--- src/rtl/store_buffer.sv ---
// store_buffer: a FIFO store buffer between the pipeline and data memory.
// Each accepted store is aligned into a word-address, byte-lane data and
// byte-enable entry. Entries retire to memory in order, one per mem_ack.
//
// Ports:
//   clk, rst_b      - clock, synchronous active-low reset
//   st_valid/st_sel - store request and size (00 none, 01 SB, 10 SH, 11 SW)
//   st_addr/st_data - store byte address and unaligned register data
//   st_ready        - buffer can take a store this cycle
//   st_misalign     - one-cycle pulse after a misaligned store is rejected
//   drain, empty    - block new stores until the buffer is empty; no entries pending
//   mem_req/addr/wdata/be, mem_ack - memory write port with head-entry handshake
//   ld_addr, ld_hazard - MEM-stage load address; asserted if the load word matches a pending store
module store_buffer #(
  parameter int unsigned DEPTH = 4
) (
  input  logic        clk,
  input  logic        rst_b,
  input  logic        st_valid,
  input  logic [1:0]  st_sel,
  input  logic [31:0] st_addr,
  input  logic [31:0] st_data,
  output logic        st_ready,
  output logic        st_misalign,
  input  logic        drain,
  output logic        empty,
  output logic        mem_req,
  output logic [31:0] mem_addr,
  output logic [31:0] mem_wdata,
  output logic [3:0]  mem_be,
  input  logic        mem_ack,
  input  logic [31:0] ld_addr,
  output logic        ld_hazard
);

  localparam int unsigned PW = (DEPTH > 1) ? $clog2(DEPTH) : 1;
  localparam logic [PW:0] FULL_CNT = (PW+1)'(DEPTH);

  typedef enum logic {IDLE, BUSY} state_e;

  state_e          state_q, state_d;
  logic [PW:0]     count_q, count_d;
  logic [PW-1:0]   wr_ptr_q, wr_ptr_d;
  logic [PW-1:0]   rd_ptr_q, rd_ptr_d;
  logic            drain_q, drain_d;
  logic            misalign_q, misalign_d;

  logic [31:0]     addr_q [DEPTH];
  logic [31:0]     data_q [DEPTH];
  logic [3:0]      be_q   [DEPTH];

  logic [31:0]     ent_addr_d, ent_data_d;
  logic [3:0]      ent_be_d;
  logic            st_req, aligned, drain_active, push, pop;
  logic [1:0]      unused_ld_lo;

  assign unused_ld_lo = ld_addr[1:0];

  // Store acceptance and entry formation
  always_comb begin
    st_req       = st_valid & (st_sel != 2'b00);
    empty        = (count_q == '0);
    // A drain request stays sticky until the buffer is seen empty.
    drain_active = (drain | drain_q) & ~empty;
    drain_d      = drain_active;
    st_ready     = rst_b & (count_q < FULL_CNT) & ~drain_active;

    unique case (st_sel)
      2'b10:   aligned = ~st_addr[0];
      2'b11:   aligned = (st_addr[1:0] == 2'b00);
      default: aligned = 1'b1;
    endcase

    push       = st_req & st_ready & aligned;
    misalign_d = st_req & st_ready & ~aligned;
    pop        = (state_q == BUSY) & mem_ack;

    ent_addr_d = {st_addr[31:2], 2'b00};
    ent_data_d = st_data << {st_addr[1:0], 3'b000};
    unique case (st_sel)
      2'b01:   ent_be_d = 4'b0001 << st_addr[1:0];
      2'b10:   ent_be_d = 4'b0011 << st_addr[1:0];
      default: ent_be_d = 4'b1111;
    endcase

    wr_ptr_d = push ? wr_ptr_q + PW'(1) : wr_ptr_q;
    rd_ptr_d = pop  ? rd_ptr_q + PW'(1) : rd_ptr_q;
    unique case ({push, pop})
      2'b10:   count_d = count_q + (PW+1)'(1);
      2'b01:   count_d = count_q - (PW+1)'(1);
      default: count_d = count_q;
    endcase
  end

  // Controller next state; looking at count_d lets mem_req rise the cycle
  // after the first push and keeps BUSY through back-to-back push/pop.
  always_comb begin
    state_d = state_q;
    unique case (state_q)
      IDLE: if (count_d != '0) state_d = BUSY;
      BUSY: if (pop && count_d == '0) state_d = IDLE;
      default: state_d = IDLE;
    endcase
  end

  // Memory-side outputs
  always_comb begin
    mem_req   = 1'b0;
    mem_addr  = '0;
    mem_wdata = '0;
    mem_be    = '0;
    if (state_q == BUSY) begin
      mem_req   = 1'b1;
      mem_addr  = addr_q[rd_ptr_q];
      mem_wdata = data_q[rd_ptr_q];
      mem_be    = be_q[rd_ptr_q];
    end
  end

  // Load hazard scans entries from the head forward; a store being accepted
  // this cycle is not yet counted.
  always_comb begin
    ld_hazard = 1'b0;
    for (int unsigned i = 0; i < DEPTH; i++) begin
      if (((PW+1)'(i) < count_q) &&
          (addr_q[rd_ptr_q + PW'(i)][31:2] == ld_addr[31:2]))
        ld_hazard = 1'b1;
    end
  end

  assign st_misalign = misalign_q;

  always_ff @(posedge clk) begin
    if (!rst_b) begin
      state_q    <= IDLE;
      count_q    <= '0;
      wr_ptr_q   <= '0;
      rd_ptr_q   <= '0;
      drain_q    <= 1'b0;
      misalign_q <= 1'b0;
    end else begin
      state_q    <= state_d;
      count_q    <= count_d;
      wr_ptr_q   <= wr_ptr_d;
      rd_ptr_q   <= rd_ptr_d;
      drain_q    <= drain_d;
      misalign_q <= misalign_d;
    end
  end

  always_ff @(posedge clk) begin
    if (push) begin
      addr_q[wr_ptr_q] <= ent_addr_d;
      data_q[wr_ptr_q] <= ent_data_d;
      be_q[wr_ptr_q]   <= ent_be_d;
    end
  end

endmodule

--- config.mk ---
export PLATFORM = sky130hd
export DESIGN_NAME = store_buffer
export DESIGN_NICKNAME = d
export VERILOG_FILES = /design/src/rtl/store_buffer.sv
export SDC_FILE = /design/constraint.sdc
export NUM_CORES = 1
export LEC_CHECK = 0
export BUFFER_PORTS_ARGS = -buffer_cell sky130_fd_sc_hd__buf_2
export CORE_UTILIZATION = 50
export DETAILED_ROUTE_END_ITERATION = 8
export PLACE_DENSITY = 0.7
export SLEW_MARGIN = 20
export SYNTH_ARGS = -nofsm -noshare
export SYNTH_HDL_FRONTEND = slang
export SYNTH_SLANG_ARGS = --single-unit
--- constraint.sdc ---
create_clock -name clk -period 4.55 [get_ports clk]
set_input_delay 0.91 -clock clk [delete_from_list [all_inputs] [get_ports clk]]
set_output_delay 0.91 -clock clk [all_outputs]
set_load 0.05 [all_outputs]
-- After elaboration in Yosys (flattened, before gate mapping)
Memories as Yosys holds them, arrays and structs flattened. A register that Yosys moved wholly into a read port is not among the register bits.
Cells that the tools add are included.
- flip-flop bits (word level): 10
- memory bits (writable): 264
- input port bits: 103
- output and inout port bits: 73
- memories: 3
- $add $sub $neg: 6
- $lt $le $gt $ge: 5
- eq/ne operators: 9
- shift operators: 3
- muxes and demuxes: 22
- bitwise operators: 14
- reductions and logical operators: 10
- memories (name ; words ; bits a word ; rd ports ; clocked after memory_dff ; wr ports ; line ; RTL):
    data_q ; 4 ; 32 ; 1 ; 1 ; 1 ; 49 ; logic [31:0] data_q [DEPTH];
    addr_q ; 4 ; 30 ; 4 ; 1 ; 1 ; 48 ; logic [31:0] addr_q [DEPTH];
    be_q ; 4 ; 4 ; 1 ; 1 ; 1 ; 50 ; logic [3:0] be_q [DEPTH];
- operator list (kind ; count):
    $eq 30x30->1 ; 4
    $mux 32 ; 2
    $shl 32x5->32 ; 1
    $mux 2 ; 6
    $mux 1 ; 9
    $and 1x1->1 ; 8
    $pmux 4 s2 ; 1
    $eq 2x2->1 const B ; 3
    $logic_not 3->1 ; 2
    $lt 1x3->1 const A ; 2
    $lt 2x3->1 const A ; 2
    $pmux 3 s2 ; 1
    $logic_and 1x1->1 ; 5
    $not 1->1 ; 5
    $add 2x1->2 const B ; 2
    $add 2x2->2 const B ; 2
    $eq 2x1->1 const B ; 2
    $mux 4 ; 1
    $pmux 1 s2 ; 2
    $shl 1x2->4 const A ; 1
    $shl 2x2->4 const A ; 1
    $add 3x1->3 const B ; 1
    $lt 3x3->1 const B ; 1
    $reduce_bool 3->1 ; 1
    other kinds (4) ; 4

-- Longest topological paths before layout
- depth after elaboration: 13
- depth in mapped cells: 14
- depth with buffers taken out: 13

-- Least setup slack after synthesis
OpenSTA, ideal clock, no wires.
- path kind: input to register
- from: input rst_b
- to: memory addr_q[1][0] (netlist bit) (enable)
- library setup time: 0.431 ns
- arrival time: 4.465 ns
- slack: -0.346 ns
- stages: 6
- buffers on the path: 1
- path through: clkinv_1 -> nor3_1 -> nand3b_1 -> nor2b_1 -> clkbuf_1 -> and2_1
- cells in the longest elaborated chain, start to end: 6
- RTL lines (item ; line ; RTL):
    from (decl) ; 18 ; input logic rst_b,
    $and 1x1->1 (2 in series) ; 66 ; st_ready = rst_b & (count_q < FULL_CNT) & ~drain_active;
    named net st_ready ; 23 ; output logic st_ready,
    $and 1x1->1 (2 in series) ; 74 ; push = st_req & st_ready & aligned;
    named net push ; 54 ; logic st_req, aligned, drain_active, push, pop;
    $mux 1 ; 152 ; if (push) begin
    $mux 1 (not written as such) ; 153 ; addr_q[wr_ptr_q] <= ent_addr_d;
    to (decl) ; 48 ;
The timed path passes the listed nets, and every way through them passes these cells.

-- Final worst setup path
- from: register rd_ptr_q[1]
- to: output ld_hazard
- cells in the longest elaborated chain, start to end: 7
- elaborated cells between the ends (all ways): 13
- RTL lines (item ; line ; RTL):
    from (decl) ; 44 ; logic [PW-1:0] rd_ptr_q, rd_ptr_d;
    from (signal assigned) ; 145 ; rd_ptr_q <= rd_ptr_d;
    $add 2x1->2 ; 126 ; (addr_q[rd_ptr_q + PW'(i)][31:2] == ld_addr[31:2]))
    $mem_v2 4x30 (*) ; - ;
    $eq 30x30->1 ; 126 ;
    $logic_and 1x1->1 ; 125 ; if (((PW+1)'(i) < count_q) &&
    $mux 1 (2 in series) ; 125 ;
    $mux 1 (*) ; 125 ;
    to (decl) ; 33 ; output logic ld_hazard
Every way passes the cells marked *; elsewhere a longest branch is shown, timed or not.

==> out/results.tsv <==
stage	metric	value	unit
setup_path	crit_slowest_cell	dfxtp_4	
pwr	seqPwrFrac	37.9	%
synth	synth-xor-area-share	5.137	%
pwr	ir_worst_vdd	0.3357	mV
setup_path	cp_max_fo	20	
synth	netlist.area_leader.share	52.25	%
synth	synth_fa_ha_area_share	1.072	%
cts	cts.sinks	276	
route	first_iter_violations	1029	
pwr	p_int	5.214	mW
floorplanning	start_util	51.06	%
status	status	complete, no violations	
timing	worst_pin_slew	794.3	ps
route	drc	0	
grt	grt_pass1_wl	59.34	mm
floorplanning	die_x	176.2	um
synth	ys_ff_latch	276	
setup_path	cp.required	3640	ps
timing	whs	540.7	ps
grt	met3_usage	4.910	%
timing	fmax	0.2225	GHz
placed_design	dp_cells	1563	
setup_path	crit_family	flip-flops	
route	dr.pass1.iters	7	
setup_path	ff2ff_path_depth	10	
setup_path	r2r-end	state_q$_SDFF_PN0_	
pwr	p_comb_share	29.8	%
placed_design	place.port_buffers	171	
cts	htreeDepth	1	
cts	cts.path.max_buffers	3	
pwr	leakagePower	5.948	nW
timing	slew_violations	0	
synth	synthMuxAreaShare	22.77	%
route	routed_wl	39.81	mm
floorplanning	core_area	0.02972	mm^2
synth	synth.most_common_cell	edfxtp_1	
timing	skew	29.82	ps
timing	period_share	98.76	%
synth	synth_warnings	0	
finish	syn2layout_area_growth	15.97	%
hold_path	hold_path_end	drain_q$_SDFF_PN0_	
floorplanning	die_y	176.2	um
synth	yosys.area_share.simple	7.702	%
finish	fin_area	0.01760	mm^2
setup_path	end_kind	primary output	
grt	busiest_layer	met2	
finish	nets	1326	
grt	grt_remaining_overflow	0	
cts	clkTransAtPathRegs	60	ps
cts	cts_buffers	30	
setup_path	r2r-start	count_q[0]$_SDFF_PN0_	
setup_path	start_kind	register	
setup_path	worstPathBufferInverterCount	2	
synth	synthTopCellsByArea	edfxtp_1, mux4_2, mux2i_1, xnor2_1, and2_1	
floorplanning	io_pins	176	
floorplanning	dieArea	0.03105	mm^2
synth	synth_top_family_by_area	multiplexers	
grt	antenna_found_initial	7	
hold_path	hold_depth	2	
synth	ys.flop_type	edfxtp_1	
finish	postLayoutCoreUtil	59.21	%
finish	drive_gt1_share	31.93	%
grt	grt.met2_usage	43.09	%
synth	ys_types	57	
timing	setup_tns	0	ps
route	via_per_inst	6.153	
timing	final_hold_viol_count	0	
setup_path	cpPeakStageDelay	620	ps
grt	grt_pass1_vias	9700	
grt	met1_usage	33.87	%
synth	syn_area	0.01517	mm^2
route	detail_route.wl_per_cell	24.44	um
synth	yosysSeqAreaShare	53.83	%
finish	fillers	2340	
route	drtAntennaViolNets	0	
pwr	switching_share	33.56	%
hold_path	worstHoldStart	drain_q$_SDFF_PN0_	
hold_path	hold_path_class	register to register	
placed_design	routabilityCongestion	0.9387	
floorplanning	rows	63	
setup_path	ff2ff_setup_slack	1510	ps
placed_design	hpwlAfterDp	28.26	mm
synth	synthCells	1047	
pwr	p_per_area	446.0	mW/mm^2
route	num_vias	10020	
timing	relSlewSlack	46.94	%
synth	yosys-top-cells-count	edfxtp_1, mux4_2, mux2i_1	
synth	postSynthAreaPerCell	14.49	um^2
timing	setup_viol	0	
setup_path	crit_chain	buf_4, mux4_2, xor2_1, nor4_1, o2111ai_1, o22ai_1, a221o_1, buf_2	
timing	rsz0062_at_grt	false	
pwr	clkPwrFrac	32.3	%
finish	stdcell_count	1629	
setup_path	arrival	3580	ps
placed_design	dpl-instance-area	0.01647	mm^2
cts	ctsRootBufferMaster	clkbuf_16	
synth	yosys.area.top_type	edfxtp_1	
synth	synth-compound-area-share	5.945	%
setup_path	critPathKind	register to primary output	
synth	synth_edf_count	264	
flow_run	cap_viol_max_count	0	
cts	cts_tree	built	
timing	fin_crit	4494	ps
grt	grt_max_degree	50	
pwr	p_switching	2.633	mW
cts	clk_latency	580	ps
synth	postSynth.asyncResetShare	0	%
grt	grt.total_usage	25.88	%
==> final cells by class <==
type,count,area [um^2],area share [%]
diodes,5,12.51,0.07110
clock buffers,33,762.0,4.330
clock inverters,23,282.8,1.607
inverters,20,75.07,0.4266
multi-input cells,667,6490,36.88
flip-flops and latches,276,8184,46.51
well taps,390,488.0,2.773
repair buffers,215,1303,7.402
==> cells by family (layout without fill, tap and decap cells) <==
kind of cell             after synthesis  in the layout
AO/OA/AOI/OAI                        131            131
flip-flops                           276            276
AND/OR/NAND/NOR                      222            222
multiplexers                         210            210
adder cells (fa/ha/maj)               13             13
XOR/XNOR                              89             89
buffers and inverters                105            291
other                                  1              7
==> power groups by stage <==
stage / sequential (mW) / combinational, mW / clock, mW
finish: 2.98 / 2.34 / 2.53
global route: 2.98 / 2.47 / 2.66
CTS: 2.98 / 2.33 / 2.57
detailed placement: 3.05 / 2.29 / 0
global placement: 3.04 / 2.28 / 0
floorplan: 2.95 / 1.80 / 0
==> worst max-delay path by stage <==
stage | cells after the start | endpoint | startpoint | slack, ps
final | 8 | ld_hazard | rd_ptr_q[1]$_SDFFE_PN0P_ | 60
after global routing | 10 | ld_hazard | rd_ptr_q[0]$_SDFFE_PN0P_ | 50
after CTS | 8 | ld_hazard | rd_ptr_q[0]$_SDFFE_PN0P_ | 9
after detailed placement | 9 | ld_hazard | ld_addr[9] | 540
after global placement | 9 | ld_hazard | ld_addr[9] | 530
after floorplan | 6 | addr_q[0][0]$_DFFE_PP_ | rst_b | 370
==> sequential cells by signal, summed over array words and instances (netlist names), named ones only <==
name	flops
rd_ptr_q	2
state_q	1
st_misalign	1
data_q	128
wr_ptr_q	2
be_q	16
drain_q	1
addr_q	120
count_q	3
==> placed cells by master, fill, tap and decap left out, drive strengths merged, types with 5 or more instances in the layout <==
cell	n
diode	5
and3	9
nor3	10
a211oi	13
o22ai	16
and2	66
clkinvlp	5
xor2	21
inv	20
buf	215
nand4	13
a21oi	25
mux2i	92
clkbuf	33
nand3	5
o221ai	5
a2bb2oi	6
a221oi	6
nor2	40
clkinv	13
nor2b	13
mux4	107
dfxtp	12
edfxtp	264
mux2	11
o2111ai	7
xnor2	68
nor4	10
bufinv	5
o21ai	27
ha	13
nand2	47
==> stage by stage <==
| step | total power [mW] | worst slack, ps |
|---|---|---|
| floorplan | 4.752 | 366.7 |
| global placement | 5.326 | 526.1 |
| detailed placement | 5.340 | 544.1 |
| CTS | 7.880 | 9.471 |
| global route | 8.111 | 46.67 |
| finish | 7.848 | 56.29 |
==> metal layers <==
metal,part of all wire (%),wire length [um]
met1,39,15570
met4,3.6,1417
met5,0.073,29
met2,49,19530
met3,8.2,3253
==> what timing repair did <==
| action | in CTS | in global routing |
|---|---|---|
| hold buffers | 0 | 0 |
| gates resized for setup | 0 | 2 |
| hold endpoints to repair | 0 | 0 |
| pin swaps | 0 | 0 |
| endpoints found under the setup margin | 1 | 1 |
| buffers inserted | 2 | 3 |
==> worst reg2reg max path, stage by stage, from the launching register on <==
cell      delay [ps]
dfxtp_1          370
inv_1            130
ha_1             170
nor2_1            50
nor3_1           200
nand3b_1         130
nor2b_1          530
inv_1            100
ha_1             390
o311a_1          370
or4_1            480
Note: power is estimated with default switching activity, not from simulation.
